$ cat src/rtl/vga_pkg.sv
// Shared definitions for the VGA display pipeline: 640x480@60 timing,
// RGB565 colour constants and the invalid-coordinate marker.
package vga_pkg;

  // 640x480@60 Hz timing, in pixel clocks (horizontal) and lines (vertical)
  localparam int H_SYNC_DEF  = 96;
  localparam int H_BACK_DEF  = 48;
  localparam int H_VALID_DEF = 640;
  localparam int H_FRONT_DEF = 16;
  localparam int H_TOTAL_DEF = H_SYNC_DEF + H_BACK_DEF + H_VALID_DEF + H_FRONT_DEF;

  localparam int V_SYNC_DEF  = 2;
  localparam int V_BACK_DEF  = 33;
  localparam int V_VALID_DEF = 480;
  localparam int V_FRONT_DEF = 10;
  localparam int V_TOTAL_DEF = V_SYNC_DEF + V_BACK_DEF + V_VALID_DEF + V_FRONT_DEF;

  // Coordinate value driven whenever no pixel is being requested
  localparam logic [9:0] COORD_INVALID = 10'h3FF;

  typedef logic [15:0] rgb565_t;

  // RGB565 colours
  localparam rgb565_t WHITE   = 16'hFFFF;
  localparam rgb565_t BLACK   = 16'h0000;
  localparam rgb565_t GOLDEN  = 16'hFEC0;
  localparam rgb565_t YELLOW  = 16'hFFE0;
  localparam rgb565_t CYAN    = 16'h07FF;
  localparam rgb565_t GREEN   = 16'h07E0;
  localparam rgb565_t MAGENTA = 16'hF81F;
  localparam rgb565_t RED     = 16'hF800;
  localparam rgb565_t BLUE    = 16'h001F;

  // Colour of test-pattern bar number idx, left to right
  function automatic rgb565_t bar_color(input logic [2:0] idx);
    rgb565_t c;
    case (idx)
      3'd0:    c = WHITE;
      3'd1:    c = YELLOW;
      3'd2:    c = CYAN;
      3'd3:    c = GREEN;
      3'd4:    c = MAGENTA;
      3'd5:    c = RED;
      3'd6:    c = BLUE;
      default: c = BLACK;
    endcase
    return c;
  endfunction

endpackage

$ cat src/rtl/vga_color_bar.sv
// Eight-bar colour test pattern. The enable is captured once per frame so a
// frame is never half pattern, half picture, and the bar colour is registered
// so it lines up with the one-cycle picture-generator latency.
// Only instantiated when VGA_TEST_PATTERN_EN is defined.
module vga_color_bar
  import vga_pkg::*;
#(
  parameter int BAR_W = 80
) (
  input  logic       vga_clk,
  input  logic       sys_rst_n,
  input  logic       frame_start,
  input  logic       test_en,
  input  logic       pix_data_req,
  input  logic [9:0] pix_x,
  output logic       pat_en,
  output rgb565_t    pat_data
);

  logic [9:0] bar_idx;
  logic [2:0] bar_sel;

  // Which bar the requested column falls in; anything past the eighth is black
  always_comb begin
    bar_idx = pix_x / 10'(BAR_W);
    bar_sel = (bar_idx > 10'd7) ? 3'd7 : bar_idx[2:0];
  end

  // Hold the pattern enable for a whole frame, sampled at the frame origin
  always_ff @(posedge vga_clk or negedge sys_rst_n) begin
    if (!sys_rst_n)
      pat_en <= 1'b0;
    else if (frame_start)
      pat_en <= test_en;
  end

  // Register the bar colour so it arrives together with the returned pixel
  always_ff @(posedge vga_clk or negedge sys_rst_n) begin
    if (!sys_rst_n)
      pat_data <= BLACK;
    else
      pat_data <= pix_data_req ? bar_color(bar_sel) : BLACK;
  end

endmodule

$ cat src/rtl/vga_timing_ctrl.sv
// VGA timing generator and pixel-output stage. Two free-running counters are
// the only state; sync, request coordinates and RGB gating decode from them.
// Pixel requests lead the visible window by one clock to cover the picture
// generator's registered output.
// Optional feature: define VGA_TEST_PATTERN_EN to add the test_en port and an
// internal colour-bar pattern (vga_color_bar).
module vga_timing_ctrl
  import vga_pkg::*;
#(
  parameter int H_SYNC  = H_SYNC_DEF,
  parameter int H_BACK  = H_BACK_DEF,
  parameter int H_VALID = H_VALID_DEF,
  parameter int H_FRONT = H_FRONT_DEF,
  parameter int V_SYNC  = V_SYNC_DEF,
  parameter int V_BACK  = V_BACK_DEF,
  parameter int V_VALID = V_VALID_DEF,
  parameter int V_FRONT = V_FRONT_DEF
) (
  input  logic        vga_clk,
  input  logic        sys_rst_n,
  input  logic [15:0] pix_data,
`ifdef VGA_TEST_PATTERN_EN
  input  logic        test_en,
`endif
  output logic [9:0]  pix_x,
  output logic [9:0]  pix_y,
  output logic        pix_data_req,
  output logic        hsync,
  output logic        vsync,
  output logic [15:0] rgb,
  output logic        frame_start
);

  localparam int H_TOTAL = H_SYNC + H_BACK + H_VALID + H_FRONT;
  localparam int V_TOTAL = V_SYNC + V_BACK + V_VALID + V_FRONT;

  localparam logic [9:0] H_MAX       = 10'(H_TOTAL - 1);
  localparam logic [9:0] V_MAX       = 10'(V_TOTAL - 1);
  localparam logic [9:0] H_VIS_START = 10'(H_SYNC + H_BACK);
  localparam logic [9:0] H_VIS_END   = 10'(H_SYNC + H_BACK + H_VALID - 1);
  localparam logic [9:0] H_REQ_START = 10'(H_SYNC + H_BACK - 1);
  localparam logic [9:0] H_REQ_END   = 10'(H_SYNC + H_BACK + H_VALID - 2);
  localparam logic [9:0] V_VIS_START = 10'(V_SYNC + V_BACK);
  localparam logic [9:0] V_VIS_END   = 10'(V_SYNC + V_BACK + V_VALID - 1);

  logic [9:0] cnt_h;
  logic [9:0] cnt_v;
  logic       h_visible;
  logic       h_request;
  logic       v_visible;
  logic       visible;
  rgb565_t    pixel_src;

  // Column counter: runs every clock, wraps at the end of the line
  always_ff @(posedge vga_clk or negedge sys_rst_n) begin
    if (!sys_rst_n)
      cnt_h <= 10'd0;
    else if (cnt_h == H_MAX)
      cnt_h <= 10'd0;
    else
      cnt_h <= cnt_h + 10'd1;
  end

  // Line counter: advances on the last column, wraps at the end of the frame
  always_ff @(posedge vga_clk or negedge sys_rst_n) begin
    if (!sys_rst_n)
      cnt_v <= 10'd0;
    else if (cnt_h == H_MAX) begin
      if (cnt_v == V_MAX)
        cnt_v <= 10'd0;
      else
        cnt_v <= cnt_v + 10'd1;
    end
  end

  // Window decode; the request window is the visible window one column early
  always_comb begin
    h_visible = (cnt_h >= H_VIS_START) && (cnt_h <= H_VIS_END);
    h_request = (cnt_h >= H_REQ_START) && (cnt_h <= H_REQ_END);
    v_visible = (cnt_v >= V_VIS_START) && (cnt_v <= V_VIS_END);
    visible   = h_visible && v_visible;
  end

  // Sync pulses, frame marker and request coordinates
  always_comb begin
    hsync        = (cnt_h < 10'(H_SYNC));
    vsync        = (cnt_v < 10'(V_SYNC));
    frame_start  = (cnt_h == 10'd0) && (cnt_v == 10'd0);
    pix_data_req = h_request && v_visible;
    pix_x        = pix_data_req ? (cnt_h - H_REQ_START) : COORD_INVALID;
    pix_y        = pix_data_req ? (cnt_v - V_VIS_START) : COORD_INVALID;
  end

`ifdef VGA_TEST_PATTERN_EN
  logic    pat_en;
  rgb565_t pat_data;

  vga_color_bar #(
    .BAR_W (H_VALID / 8)
  ) u_color_bar (
    .vga_clk      (vga_clk),
    .sys_rst_n    (sys_rst_n),
    .frame_start  (frame_start),
    .test_en      (test_en),
    .pix_data_req (pix_data_req),
    .pix_x        (pix_x),
    .pat_en       (pat_en),
    .pat_data     (pat_data)
  );

  // Pattern replaces the picture generator's data for the whole frame
  always_comb begin
    pixel_src = pat_en ? pat_data : pix_data;
  end
`else
  // Picture generator data passes straight through
  always_comb begin
    pixel_src = pix_data;
  end
`endif

  // Blank the pins outside the visible window
  always_comb begin
    rgb = visible ? pixel_src : BLACK;
  end

endmodule
$ cat config.mk
export PLATFORM = sky130hd
export DESIGN_NAME = vga_timing_ctrl
export DESIGN_NICKNAME = d
export VERILOG_FILES = /design/src/rtl/vga_pkg.sv /design/src/rtl/vga_color_bar.sv /design/src/rtl/vga_timing_ctrl.sv
export SDC_FILE = /design/constraint.sdc
export NUM_CORES = 1
export LEC_CHECK = 0
export CORE_MARGIN = 1.5
export CORE_UTILIZATION = 45
export DETAILED_ROUTE_END_ITERATION = 16
export GPL_TIMING_DRIVEN = 0
export PLACE_DENSITY = 0.78
export SYNTH_ARGS = -nofsm -noshare
export SYNTH_HDL_FRONTEND = slang
export SYNTH_HIERARCHICAL = 1
export SYNTH_SLANG_ARGS = --single-unit
export TNS_END_PERCENT = 30
$ cat constraint.sdc
create_clock -name vga_clk -period 6.2 [get_ports vga_clk]
set_input_delay 1.24 -clock vga_clk [delete_from_list [all_inputs] [get_ports vga_clk]]
set_output_delay 1.24 -clock vga_clk [all_outputs]
set_load 0.005 [all_outputs]
# Word level (Yosys, flattened, before mapping)
# Index checks and enable logic that the tools add are counted.
classes:
  reduce_logical: 8
  n_eq_ne: 2
  mux: 5
  n_lt_le_gt_ge: 8
  addsub: 4
ops:
  columns: ["op", "count"]
  rows:
  - ["$mux 10", 4]
  - ["$le 10x10->1 const B", 3]
  - ["$add 10x1->10 const B", 2]
  - ["$eq 10x10->1 const B", 2]
  - ["$ge 10x8->1 const B", 2]
  - ["$logic_not 10->1", 2]
  - ["$mux 16", 1]
  - ["$ge 10x6->1 const B", 1]
  - ["$lt 10x2->1 const B", 1]
  - ["$lt 10x7->1 const B", 1]
  - ["$sub 10x6->10 const B", 1]
  - ["$sub 10x8->10 const B", 1]
  - ["$logic_and 1x1->1", 6]
totals:
  output_inout_bits: 40
  regBits: 20
  in_bits: 18

# Longest topological paths before layout
# Gate-level depths: netlist of the first run.
logic_depth:
  word_depth: 4
  depth_mapped: 8

# Worst setup path before layout of the first run
# Ideal clock, no wire load.
synth_timing:
  path_kind: "reg-to-output"
  start: "register cnt_h[6]"
  end: "output pix_x[4]"
  required_time_ns: 4.960
  t_arrival_ns: 1.913
  path_stages_with_launch: 9
  path_buffers: 4
  path_slack_ns: 3.047
  path_cell_list: "dfrtp_1 -> buf_6 -> or3_4 -> buf_6 -> o311a_1 -> a221oi_2 -> buf_6 -> buf_12 -> nand2_2"
synth_between:
  elab_chain_cells: 4
  word_cells_on_any_way: 5
  cone_classes: "2 x order compare; 1 x mux; 2 x reduce/logical"
synth_lines:
  columns: ["element", "line", "text"]
  rows:
  - ["start: declaration", "vga_timing_ctrl.sv:46", "logic [9:0] cnt_h;"]
  - ["start signal: assignment", "vga_timing_ctrl.sv:61", "cnt_h <= cnt_h + 10'd1;"]
  - ["$ge 10x8->1 / $le 10x10->1 (equally long branches)", "vga_timing_ctrl.sv:79", "h_request = (cnt_h >= H_REQ_START) && (cnt_h <= H_REQ_END);"]
  - ["$logic_and 1x1->1 *", "vga_timing_ctrl.sv:79", null]
  - ["$logic_and 1x1->1 *", "vga_timing_ctrl.sv:89", "pix_data_req = h_request && v_visible;"]
  - ["via pix_data_req", "vga_timing_ctrl.sv:27", "output logic pix_data_req,"]
  - ["$mux 10 *", "vga_timing_ctrl.sv:90", "pix_x = pix_data_req ? (cnt_h - H_REQ_START) : COORD_INVALID;"]
  - ["end: declaration", "vga_timing_ctrl.sv:25", "output logic [9:0] pix_x,"]
# The timed path passes the listed nets; every way through them passes the cells marked *.

# Final worst setup path of the first run
layout_timing:
  start: "register cnt_v[6]"
  end: "output rgb[14]"
layout_between:
  elab_chain_cells: 4
  word_cells_on_any_way: 5
  cone_classes: "2 x order compare; 1 x mux; 2 x reduce/logical"
layout_lines:
  columns: ["element", "line", "text"]
  rows:
  - ["start: declaration", "vga_timing_ctrl.sv:47", "logic [9:0] cnt_v;"]
  - ["start signal: assignment", "vga_timing_ctrl.sv:72", "cnt_v <= cnt_v + 10'd1;"]
  - ["$ge 10x6->1 / $le 10x10->1 (equally long branches)", "vga_timing_ctrl.sv:80", "v_visible = (cnt_v >= V_VIS_START) && (cnt_v <= V_VIS_END);"]
  - ["$logic_and 1x1->1 *", "vga_timing_ctrl.sv:80", null]
  - ["$logic_and 1x1->1 *", "vga_timing_ctrl.sv:81", "visible = h_visible && v_visible;"]
  - ["$mux 16 *", "vga_timing_ctrl.sv:124", "rgb = visible ? pixel_src : BLACK;"]
  - ["end: declaration", "vga_timing_ctrl.sv:30", "output logic [15:0] rgb,"]
# Mark *: on every way between the ends. The rest lies on a longest branch, timed or not.

==> results of run 1 <==
## area by class of cell
cell class                 instances  area [um2]  share of cell area [%]
buffer                            20         213                    8.56
clock buffer                       3        41.3                    1.66
clock inverter                     1        30.0                    1.21
inverter                           8        30.0                    1.21
multi-input combinational        151        1040                    41.8
sequential                        20         500                    20.1
tap                               48        60.1                    2.42
timing repair buffer              57         571                    23.0
## report_power, final
group	switching (uW)	internal (uW)
Combinational	3.33	9.19
Clock	46.7	86.3
Sequential	0	130
Total	50.1	226
## flip-flops by register name (all words and copies together) (netlist names)
signal and flops:
cnt_h 10, cnt_v 10
## layer usage
metal  GRT usage (%)  share of wire [%]  vias to the layer above  routed length (um)
li1                -                  -                      813                   -
met1            26.1                 47                      739                1940
met2            31.9                 46                       54                1920
met3            4.09                5.8                        5                 241
met4            6.12                1.3                        0                  56
met5               0                  0                        -                   0
## per-stage QoR
step | power [uW] | util, % | setup WS [ns] | std cells | instance area [um2]
3_3_place_gp | 146 | 64.5 | 2.28 | 304 | 2410
6_report | 276 | 66.4 | 2.03 | 308 | 2480
3_5_place_dp | 146 | 64.5 | 2.29 | 304 | 2410
5_1_grt | 284 | 66.4 | 1.77 | 308 | 2480
2_1_floorplan | 133 | - | 3.05 | 199 | 1780
4_1_cts | 279 | 66.4 | 1.98 | 308 | 2480
## worst max-delay path: cells and delay by family (launching register included)
family / cells / cell delay [ns]
buf+inv: 3 / 0.96
compound gates: 2 / 0.80
flops: 1 / 0.36
simple gates: 2 / 0.53
## cells by family (layout without fill, tap and decap cells)
family / after synthesis / in the layout / synth area share, %
buffers and inverters: 28 / 89 / 13.6
XOR/XNOR: 19 / 19 / 9.33
flip-flops: 20 / 20 / 28.1
adder cells (fa/ha/maj): 5 / 5 / 3.51
multiplexers: 3 / 3 / 1.82
AO/OA/AOI/OAI: 29 / 29 / 12.7
AND/OR/NAND/NOR: 95 / 95 / 30.9
## final timing paths
| check | start | end | slack (ns) | cells past startpoint |
|---|---|---|---|---|
| setup / recovery | cnt_v[6] | rgb[14] | 2.03 | 7 |
| hold / removal | cnt_h[0] | cnt_h[0] | 0.53 | 1 |
| setup reg to reg | cnt_h[5] | cnt_v[5] | 3.97 | 6 |
| hold reg to reg | cnt_h[0] | cnt_h[0] | 0.53 | 1 |
| max in group asynchronous | sys_rst_n | cnt_h[1] | 4.14 | 1 |
| min in group asynchronous | sys_rst_n | cnt_v[9] | 1.49 | 1 |
## cell usage in the layout, fill, tap and decap left out, types with 9 or more instances in the layout
master | Yosys | routed
nand2_2 | 9 | 9
xnor2_1 | 11 | 11
nand2_1 | 15 | 15
dfrtp_1 | 20 | 20
and2_1 | 17 | 17
clkdlybuf4s50_1 | 0 | 57
nand3_1 | 10 | 10
clkbuf_8 | 6 | 9
nor2_1 | 10 | 10
==> impl_metrics.yaml, run 1 <==
drt:
  drt_pass1_iterations: 4
  wirelength_um: 4160
  via_per_inst: 5.23
  drc: 0
  ant_nets: 0
  drt_iter0_drc: 68
  wl_per_cell_um: 13.5
  vias: 1611
clock_tree:
  clk_latency_ns: 0.27
  post_cts.repair.setup_buffers: 0
  cts_buffers: 3
  clk_pin_slew_ns: 0.09
  cts_repair_resize_count: 0
  cts.htree.levels: 1
  cts_num_sinks: 20
  clock-root-buffer: "clkbuf_8"
  cts_tree: "done"
  clk_path_buf_depth: 2
  ctsHoldBuffers: 0
layout:
  final_nets: 284
  area_growth_pct: 39.4
  drive_above_1_share_pct: 14.6
  nFillCells: 332
  antenna_cells: 0
global_routing:
  antenna_found_initial: 0
  grt_max_degree: 21
  overflow: 0
  grt_pass1_wl_um: 6580
  grt_pass1_vias: 1443
  track_usage_pct: 19.6
timing:
  tightest_slew_ns: 0.926
  finalSetupViolCount: 0
  finalMaxSlewViolations: 0
  rsz0062_at_grt: "no"
  fmax_mhz: 240
  tns_ns: 0
  period_share_pct: 67.3
  skew_ns: 0.0126
  fin_crit_ns: 4.17
  whs_ns: 0.529
  relSlewSlack_pct: 38.1
  hold_violations: 0
worst_setup_path:
  crit_chain: "buf_2 > nor4_4 > o2111ai_1 > a221oi_2 > clkbuf_1 > and2_1 > clkdlybuf4s50_1"
  end_kind: "primary output"
  critPathLaunchType: "flip-flop"
  critPathSlowestCell: "a221oi_2"
  critical-path-max-stage-delay_ns: 0.53
  critical_path.max_fanout: 10
  cp.arrival_ns: 2.93
  critical_path_class: "flip-flop to primary output"
  critPathRequiredTime_ns: 4.96
yosys:
  async_reset_ff_share_pct: 100
  syn_inst: 199
  yosysUniqueCellTypes: 53
  ys_seq_area_share_pct: 28.1
  synth_seq_cells: 20
  ys.flop_type: "dfrtp_1"
  netlist.area_leader.share_pct: 28.1
  synth_most_common_cell: "dfrtp_1"
  syn_nets: 222
  synth_area_leaders: "dfrtp_1 28%, and2_1 6.0%, xnor2_1 5.4%"
  synth-edff-count: 0
  syn-cell-area_um2: 1780
  synth_warnings: 6
  synth_top_cell_by_area: "dfrtp_1"
  syn_area_per_cell_um2: 8.96
  synth_common_cells: "20 x dfrtp_1, 17 x and2_1, 15 x nand2_1, 11 x xnor2_1"
place:
  dp.final_hpwl_um: 3190
  port_buffers: 57
  routabilityCongestion: 0.802
floorplan:
  die_h_um: 65.9
  die_w_um: 65.9
  num_rows: 22
  pin_count: 58
  start_util_pct: 47.6
  die-area_um2: 4350
  fp.coreArea_um2: 3740
power:
  power_density_nw_per_um2: 111
  ir_worst_vdd_uv: 102
  p_leak_uw: 0.00103
worst_hold_path:
  hold_class: "flip-flop to flip-flop"
status:
  outcome: "complete, no violations"
flow_run:
  drv_cap: 0
(Power assumes the default switching activity.)
==> run 2, diff against run 1 <==
Clock period 6.2 ns to 4.2 ns, I/O delays scaled along.
==> results of run 2 <==
Same layout as run 1 (identical final DEF). Status: complete, no violations.
Main changes from that run: setup slack after placement 2.29 ns -> 0.687 ns; setup slack after layout 2.03 ns -> 0.427 ns; register-to-register setup slack 3.97 ns -> 1.97 ns; total power 276 uW -> 407 uW; worst IR drop on VDD 102 uV -> 150 uV
==> run 3, diff against run 2 <==
Settings changed: ABC_CLOCK_PERIOD_IN_PS from default to 4200, SLEW_MARGIN from default to 20.
==> results of run 3 <==
Same layout as run 1 (identical final DEF). Status: complete, no violations.
Main changes from that run: setup slack after placement 2.29 ns -> 0.687 ns; setup slack after layout 2.03 ns -> 0.427 ns; register-to-register setup slack 3.97 ns -> 1.97 ns; total power 276 uW -> 407 uW; worst IR drop on VDD 102 uV -> 150 uV
